### src/rtl/pwm_duty_decoder_pkg.sv
// Shared PWM link definitions: step timing helper used by both ends of the link
// and the decoder FSM state type.
package led_display_package;

  typedef enum logic [1:0] {
    PWM_DEC_IDLE,
    PWM_DEC_HIGH,
    PWM_DEC_LOW
  } pwm_dec_state_t;

  // Clock cycles per PWM step; simulation builds use a short fixed step.
  function automatic int unsigned pwm_step_cycles(
    input longint unsigned sys_clk,
    input longint unsigned pwm_freq,
    input int unsigned     bit_w,
    input bit              sim
  );
    longint unsigned cycles;
    if (sim) return 2;
    cycles = sys_clk / (pwm_freq << bit_w);
    if (cycles < 1) cycles = 1;
    return 32'(cycles);
  endfunction

endpackage

### src/rtl/pwm_duty_decoder_sync.sv
// Two-flop synchroniser with registered rise/fall pulses. The level output is
// aligned with the pulses so both edges see the same delay.
module sync_edge_detect (
  input  logic clk,
  input  logic rst_n,
  input  logic sig,
  output logic level,
  output logic rise,
  output logic fall
);

  logic meta;
  logic stable;

  always_ff @(posedge clk or negedge rst_n) begin
    if (!rst_n) begin
      meta   <= 1'b0;
      stable <= 1'b0;
      level  <= 1'b0;
      rise   <= 1'b0;
      fall   <= 1'b0;
    end else begin
      // NOTE: non-blocking assignments make this a true shift chain; blocking
      // ones would collapse the synchroniser into a single flop.
      meta   <= sig;
      stable <= meta;
      level  <= stable;
      rise   <= stable & ~level;
      fall   <= ~stable & level;
    end
  end

endmodule

### src/rtl/pwm_duty_decoder.sv
// Recovers the duty value of a sampled PWM line, one result per period, and
// flags malformed periods and a stuck-high line.
module pwm_duty_decoder
  import led_display_package::*;
#(
  parameter int unsigned SYS_CLK_FREQ = 100_000_000,
  parameter int unsigned PWM_FREQ     = 20_480,
  parameter int unsigned BIT_W        = 8,
  parameter bit          SIMULATION   = 1'b0
) (
  input  logic             clk_in,
  input  logic             n_reset_in,
  input  logic             pwm_in,
  output logic [BIT_W-1:0] duty_out,
  output logic             duty_valid_out,
  output logic             period_err_out,
  output logic             stuck_err_out,
  output logic             locked_out
);

  localparam int unsigned STEP_CYCLES  = pwm_step_cycles(64'(SYS_CLK_FREQ), 64'(PWM_FREQ),
                                                         BIT_W, SIMULATION);
  localparam int unsigned PERIOD_STEPS = 1 << BIT_W;
  localparam int unsigned SUB_W        = (STEP_CYCLES > 1) ? $clog2(STEP_CYCLES) : 1;
  localparam int unsigned STEP_W       = BIT_W + 2;
  localparam int unsigned STEP_W1      = STEP_W + 1;
  localparam int unsigned HIGH_W       = BIT_W + 1;
  localparam int unsigned DUTY_W       = BIT_W + 2;

  localparam logic [SUB_W-1:0]   SUB_LAST     = SUB_W'(STEP_CYCLES - 1);
  localparam logic [SUB_W-1:0]   SUB_HALF     = SUB_W'(STEP_CYCLES / 2);
  localparam logic [STEP_W-1:0]  STEP_MAX     = '1;
  localparam logic [STEP_W-1:0]  STUCK_LIMIT  = STEP_W'(PERIOD_STEPS);
  localparam logic [STEP_W-1:0]  TIMEOUT_LAST = STEP_W'(2 * PERIOD_STEPS - 1);
  localparam logic [STEP_W1-1:0] PERIOD_MIN   = STEP_W1'(PERIOD_STEPS - 1);
  localparam logic [STEP_W1-1:0] PERIOD_MAX   = STEP_W1'(PERIOD_STEPS + 1);
  localparam logic [DUTY_W-1:0]  DUTY_MAX     = DUTY_W'(PERIOD_STEPS - 1);

  pwm_dec_state_t       state;
  logic                 level;
  logic                 rise;
  logic                 fall;
  logic [SUB_W-1:0]     sub_cnt;
  logic [SUB_W-1:0]     fall_sub;
  logic [STEP_W-1:0]    step_cnt;
  logic [HIGH_W-1:0]    high_steps;
  logic [1:0]           good_cnt;

  logic                 step_wrap;
  logic                 timeout;
  logic                 period_ok;
  logic [STEP_W1-1:0]   period_steps;
  logic [DUTY_W-1:0]    duty_sum;
  logic [BIT_W-1:0]     duty_sat;

  sync_edge_detect u_sync (
    .clk   (clk_in),
    .rst_n (n_reset_in),
    .sig   (pwm_in),
    .level (level),
    .rise  (rise),
    .fall  (fall)
  );

  // Partial steps at the period end and at the falling edge round half-up.
  always_comb begin
    step_wrap    = (sub_cnt == SUB_LAST);
    timeout      = step_wrap && (step_cnt == TIMEOUT_LAST) && !level;
    period_steps = {1'b0, step_cnt} + STEP_W1'(sub_cnt >= SUB_HALF);
    period_ok    = (period_steps >= PERIOD_MIN) && (period_steps <= PERIOD_MAX);
    duty_sum     = {1'b0, high_steps} + DUTY_W'(fall_sub >= SUB_HALF);
    duty_sat     = (duty_sum > DUTY_MAX) ? '1 : duty_sum[BIT_W-1:0];
  end

  always_ff @(posedge clk_in or negedge n_reset_in) begin
    if (!n_reset_in) begin
      state          <= PWM_DEC_IDLE;
      sub_cnt        <= '0;
      fall_sub       <= '0;
      step_cnt       <= '0;
      high_steps     <= '0;
      good_cnt       <= '0;
      duty_out       <= '0;
      duty_valid_out <= 1'b0;
      period_err_out <= 1'b0;
      stuck_err_out  <= 1'b0;
      locked_out     <= 1'b0;
    end else begin
      duty_valid_out <= 1'b0;
      period_err_out <= 1'b0;
      stuck_err_out  <= 1'b0;

      // Free-running step timebase; step_cnt saturates rather than wrapping.
      if (step_wrap) begin
        sub_cnt <= '0;
        if (step_cnt != STEP_MAX) step_cnt <= step_cnt + STEP_W'(1);
        if (level) high_steps <= high_steps + HIGH_W'(1);
      end else begin
        sub_cnt <= sub_cnt + SUB_W'(1);
      end

      // NOTE: the clears below are later non-blocking assignments to the same
      // counters, so they override the timebase increments in the same cycle.
      case (state)
        PWM_DEC_IDLE: begin
          if (rise) begin
            sub_cnt    <= '0;
            step_cnt   <= '0;
            high_steps <= '0;
            state      <= PWM_DEC_HIGH;
          end else if (level) begin
            step_cnt <= '0;
          end else if (timeout) begin
            duty_out       <= '0;
            duty_valid_out <= 1'b1;
            step_cnt       <= '0;
          end
        end

        PWM_DEC_HIGH: begin
          if (fall) begin
            fall_sub <= sub_cnt;
            state    <= PWM_DEC_LOW;
          end else if (step_cnt > STUCK_LIMIT) begin
            stuck_err_out <= 1'b1;
            locked_out    <= 1'b0;
            good_cnt      <= '0;
            step_cnt      <= '0;
            state         <= PWM_DEC_IDLE;
          end
        end

        PWM_DEC_LOW: begin
          if (rise) begin
            if (period_ok) begin
              duty_out       <= duty_sat;
              duty_valid_out <= 1'b1;
              if (good_cnt != 2'd2) good_cnt <= good_cnt + 2'd1;
              locked_out     <= (good_cnt != 2'd0);
            end else begin
              period_err_out <= 1'b1;
              locked_out     <= 1'b0;
              good_cnt       <= '0;
            end
            sub_cnt    <= '0;
            step_cnt   <= '0;
            high_steps <= '0;
            state      <= PWM_DEC_HIGH;
          end else if (timeout) begin
            duty_out       <= '0;
            duty_valid_out <= 1'b1;
            step_cnt       <= '0;
            state          <= PWM_DEC_IDLE;
          end
        end

        default: state <= PWM_DEC_IDLE;
      endcase
    end
  end

endmodule

### config.mk
export PLATFORM = sky130hd
export DESIGN_NAME = pwm_duty_decoder
export DESIGN_NICKNAME = d
export VERILOG_FILES = /design/src/rtl/pwm_duty_decoder_pkg.sv /design/src/rtl/pwm_duty_decoder_sync.sv /design/src/rtl/pwm_duty_decoder.sv
export SDC_FILE = /design/constraint.sdc
export NUM_CORES = 1
export LEC_CHECK = 0
export ABC_CLOCK_PERIOD_IN_PS = 3800
export BUFFER_PORTS_ARGS = -buffer_cell sky130_fd_sc_hd__buf_2
export CAP_MARGIN = 20
export CELL_PAD_IN_SITES_DETAIL_PLACEMENT = 1
export CELL_PAD_IN_SITES_GLOBAL_PLACEMENT = 1
export CORE_ASPECT_RATIO = 1.4
export CORE_MARGIN = 2
export CORE_UTILIZATION = 47
export DETAILED_ROUTE_END_ITERATION = 12
export GPL_ROUTABILITY_DRIVEN = 0
export PLACE_DENSITY_LB_ADDON = 0.1
export SETUP_SLACK_MARGIN = 0.3
export SYNTH_ARGS = -nofsm -noshare
export SYNTH_HDL_FRONTEND = slang
export SYNTH_SLANG_ARGS = --single-unit
### constraint.sdc
create_clock -name clk_in -period 3.8 [get_ports clk_in]
set_input_delay 0.57 -clock clk_in [delete_from_list [all_inputs] [get_ports clk_in]]
set_output_delay 0.57 -clock clk_in [all_outputs]
set_load 0.05 [all_outputs]
==> metrics.md <==
| Metric | Value |
|---|---|
| Clk pwr share | 26.8% |
| Die area | 6698 µm² |
| Least-Margin Pin Slew | 0.7844 ns |
| DIE WIDTH | 69.75 µm |
| Initial Utilization | 48.51% |
| Synth top area cells | dfrtp_1, nor2_1, ha_1 |
| PnR worst setup slack | 0.7509 ns |
| Core area | 5863 µm² |
| Psw | 366.3 µW |
| Setup TNS | 0 ns |
| Min cycle time layout | 3.049 ns |
| Top post-synthesis cells by count | dfrtp_1, nor2_1, nand2_1, nand3_1 |
| Root buf cell | clkbuf_8 |
| Warnings from Yosys | 0 |
| Combinational cell fraction of total power | 17.6% |
| Die Ht | 96.04 µm |
| Total wire length | 6378 µm |
| Status | completed |
| Critical path's slowest cell | dfrtp_1 |
| Cell Area, Synth | 2844 µm² |
| Power Internal | 829.2 µW |
| DR WL/cell | 16.78 µm |
| CP endpoint kind | register |
| Post-synth ARST share | 100.0% |
| Port buffer count | 14 |
| Cts bufs inserted | 5 |
| Cell mode on critical path | ha_1 |
| Synth cell types | 52 |
| Cts hold-fix bufs | 0 |
| Count leader, synth | dfrtp_1 |
| DRT iter0 DRCs | 112 |
| Clk sinks | 50 |
| FP Rows | 33 |
| Overflow after GRT | 0 |
| Post-DP Area | 2930 µm² |
| Final HPWL DP | 4837 µm |
| CP Launch Type | register |
| Mean area per synthesized cell | 9.448 µm² |
| Slew HR | 47.60% |
| Worst EP required | 4.03 ns |
| Synthesized Nets | 316 |
| Pre-CTS WS | 0.7409 ns |
| Sw Ratio | 30.64% |
| Worst-path fanout max | 7 |
| CTS H-tree depth | 2 |
| Power per cell area | 395.7 nW/µm² |
| Worst-Skew Late Latency | 0.30 ns |
| Antenna violations before repair | 0 |
| CP Cell Sequence | inv_1 > ha_1 > o41ai_1 > nand2b_1 > ha_1 > ha_1 > inv_1 > or2_4 > xnor2_1 > o32ai_2 > buf_4 > and3_1 > mux2i_1 |
| Synth area leader | dfrtp_1 |
| Yosys top cell area share | 43.99% |
| Layout cells sized above 1 | 10.65% |
| Peak VDD IR | 185.6 µV |
| CTS Buffer Depth | 2 |
| Vias post-DR | 2194 |
| HP Class | register to register |
| Ys flop type | dfrtp_1 |
| IO Pins | 15 |
| Utilization after layout | 51.54% |
| Register bit total from synthesis | 50 |
| Tot Pwr | 1.196 mW |
| CTS tree | yes |
| Layout Nets | 324 |
| Fmax | 328.0 MHz |
| RSZ-0062 raised after global routing | no |
| N_diodes | 0 |
| Post-synth EDFFs | 0 |
| Leak | 1.355 nW |
| Gr usage total | 21.30% |
| Hold Vio Cnt, Final | 0 |
| Layout area overhead | 6.247% |
| Remaining routing DRC violations | 0 |
| Slew Viols, Final | 0 |
| # setup viols final | 0 |
| Number of vias per cell | 5.774 |
| Pin count of the biggest net entering global routing | 51 |
| Clock-pin slew on the worst setup and hold paths | 0.09 ns |
| Antenna-violating nets left | 0 |
| Sequential share of the synthesized area | 43.99% |
| Postcts setup bufs | 0 |
| Skew final | 0.005959 ns |
| Reg power frac | 55.6% |
| Post-Syn Instances | 301 |
| CP peak stage delay | 0.42 ns |
| Critical Path AT | 3.27 ns |
| MaxCap Viol Count | 0 |
| Layout Cell Area excl Fill | 3022 µm² |
| Post-CTS sizing | 0 |
| First-pass GRT wire length | 11310 µm |
| Final period util | 80.24% |
| Worst Setup Path Type | register to register |
| Vias in the first global route | 2401 |
| First-pass iteration count of the detailed router | 4 |
-- path summary, 6_finish.rpt --
check / from / endpoint / slack [ns] / cells after the start
worst max register to register: sub_cnt[1]$_DFF_PN0_ / duty_out[4]$_DFFE_PN0P_ / 0.75 / 13
worst min-delay path: u_sync.meta$_DFF_PN0_ / u_sync.stable$_DFF_PN0_ / 0.35 / 0
max in group asynchronous: n_reset_in / high_steps[5]$_DFF_PN0_ / 3.01 / 2
worst max-delay path: sub_cnt[1]$_DFF_PN0_ / duty_out[4]$_DFFE_PN0P_ / 0.75 / 13
worst min register to register: u_sync.meta$_DFF_PN0_ / u_sync.stable$_DFF_PN0_ / 0.35 / 0
min in group asynchronous: n_reset_in / step_cnt[1]$_DFF_PN0_ / 0.36 / 2
-- worst max-delay path, delay by kind of cell (launching register included) --
kind                       cells  cell delay (ns)
adders and majority gates      3             0.69
and+or+nand+nor                3             0.61
AOI/OAI and AO/OA              2             0.52
buffers and inverters          3             0.44
DFF                            1             0.42
muxes                          1             0.23
xor gates and xnor gates       1             0.07
-- logic make-up after synthesis --
logic type / synth area share (%)
AND/OR/NAND/NOR: 23.32
flip-flops: 43.99
AO/OA/AOI/OAI: 11.31
buffers and inverters: 4.619
XOR/XNOR: 6.775
multiplexers: 4.707
adder cells (fa/ha/maj): 5.279
-- sequential cells by signal, indices dropped and copies added (netlist names) --
signal          cells
locked_out          1
high_steps          9
u_sync.level        1
u_sync.meta         1
good_cnt            2
u_sync.rise         1
u_sync.fall         1
fall_sub            5
u_sync.stable       1
step_cnt           10
duty_out            8
stuck_err_out       1
state               2
sub_cnt             5
duty_valid_out      1
period_err_out      1
-- per-layer routing --
| layer | part of all wire, % | track usage, % |
|---|---|---|
| met3 | 1.5 | 2.618 |
| met2 | 54 | 40.54 |
| met1 | 42 | 24.54 |
| met4 | 2.0 | 7.853 |
| met5 | 0 | 0 |
-- final cells by class --
cell class	instances	area, µm²
fill	699	2841
multi-input combinational	224	1461
sequential	50	1251
tap	70	87.58
clock buffer	7	86.33
timing repair buffer	16	85.08
inverter	12	45.04
clock inverter	1	5.005
-- through the flow --
step	hold WS, ns	cells
after floorplan	0.2744	301
after global placement	0.3317	372
after detailed placement	0.3362	372
after CTS	0.3572	380
after global routing	0.3622	380
final	0.3536	380
-- cells in the final DEF, fill, tap and decap left out, drive strengths merged, types with 3 or more instances in the layout --
cell,synthesis,routed
mux2,3,3
buf,10,16
o21ai,10,10
mux2i,10,10
nand2,29,29
xnor2,10,10
clkbuf,5,7
ha,12,12
nand3,19,19
nor4,4,4
and2,4,4
a31oi,3,3
nor3,7,7
inv,12,12
nor2b,3,3
nand4,11,11
o41ai,3,3
dfrtp,50,50
nor2,41,41
a21oi,5,5
xor2,12,12
and3,5,5
nand2b,4,4
-- power groups by stage --
stage	registers, mW	clock network [mW]	logic [mW]
3_3_place_gp	0.668	0	0.212
2_1_floorplan	0.648	0	0.159
4_1_cts	0.666	0.336	0.220
3_5_place_dp	0.675	0	0.217
6_report	0.665	0.320	0.210
5_1_grt	0.679	0.351	0.248
Note: power is estimated with default switching activity, not from simulation.
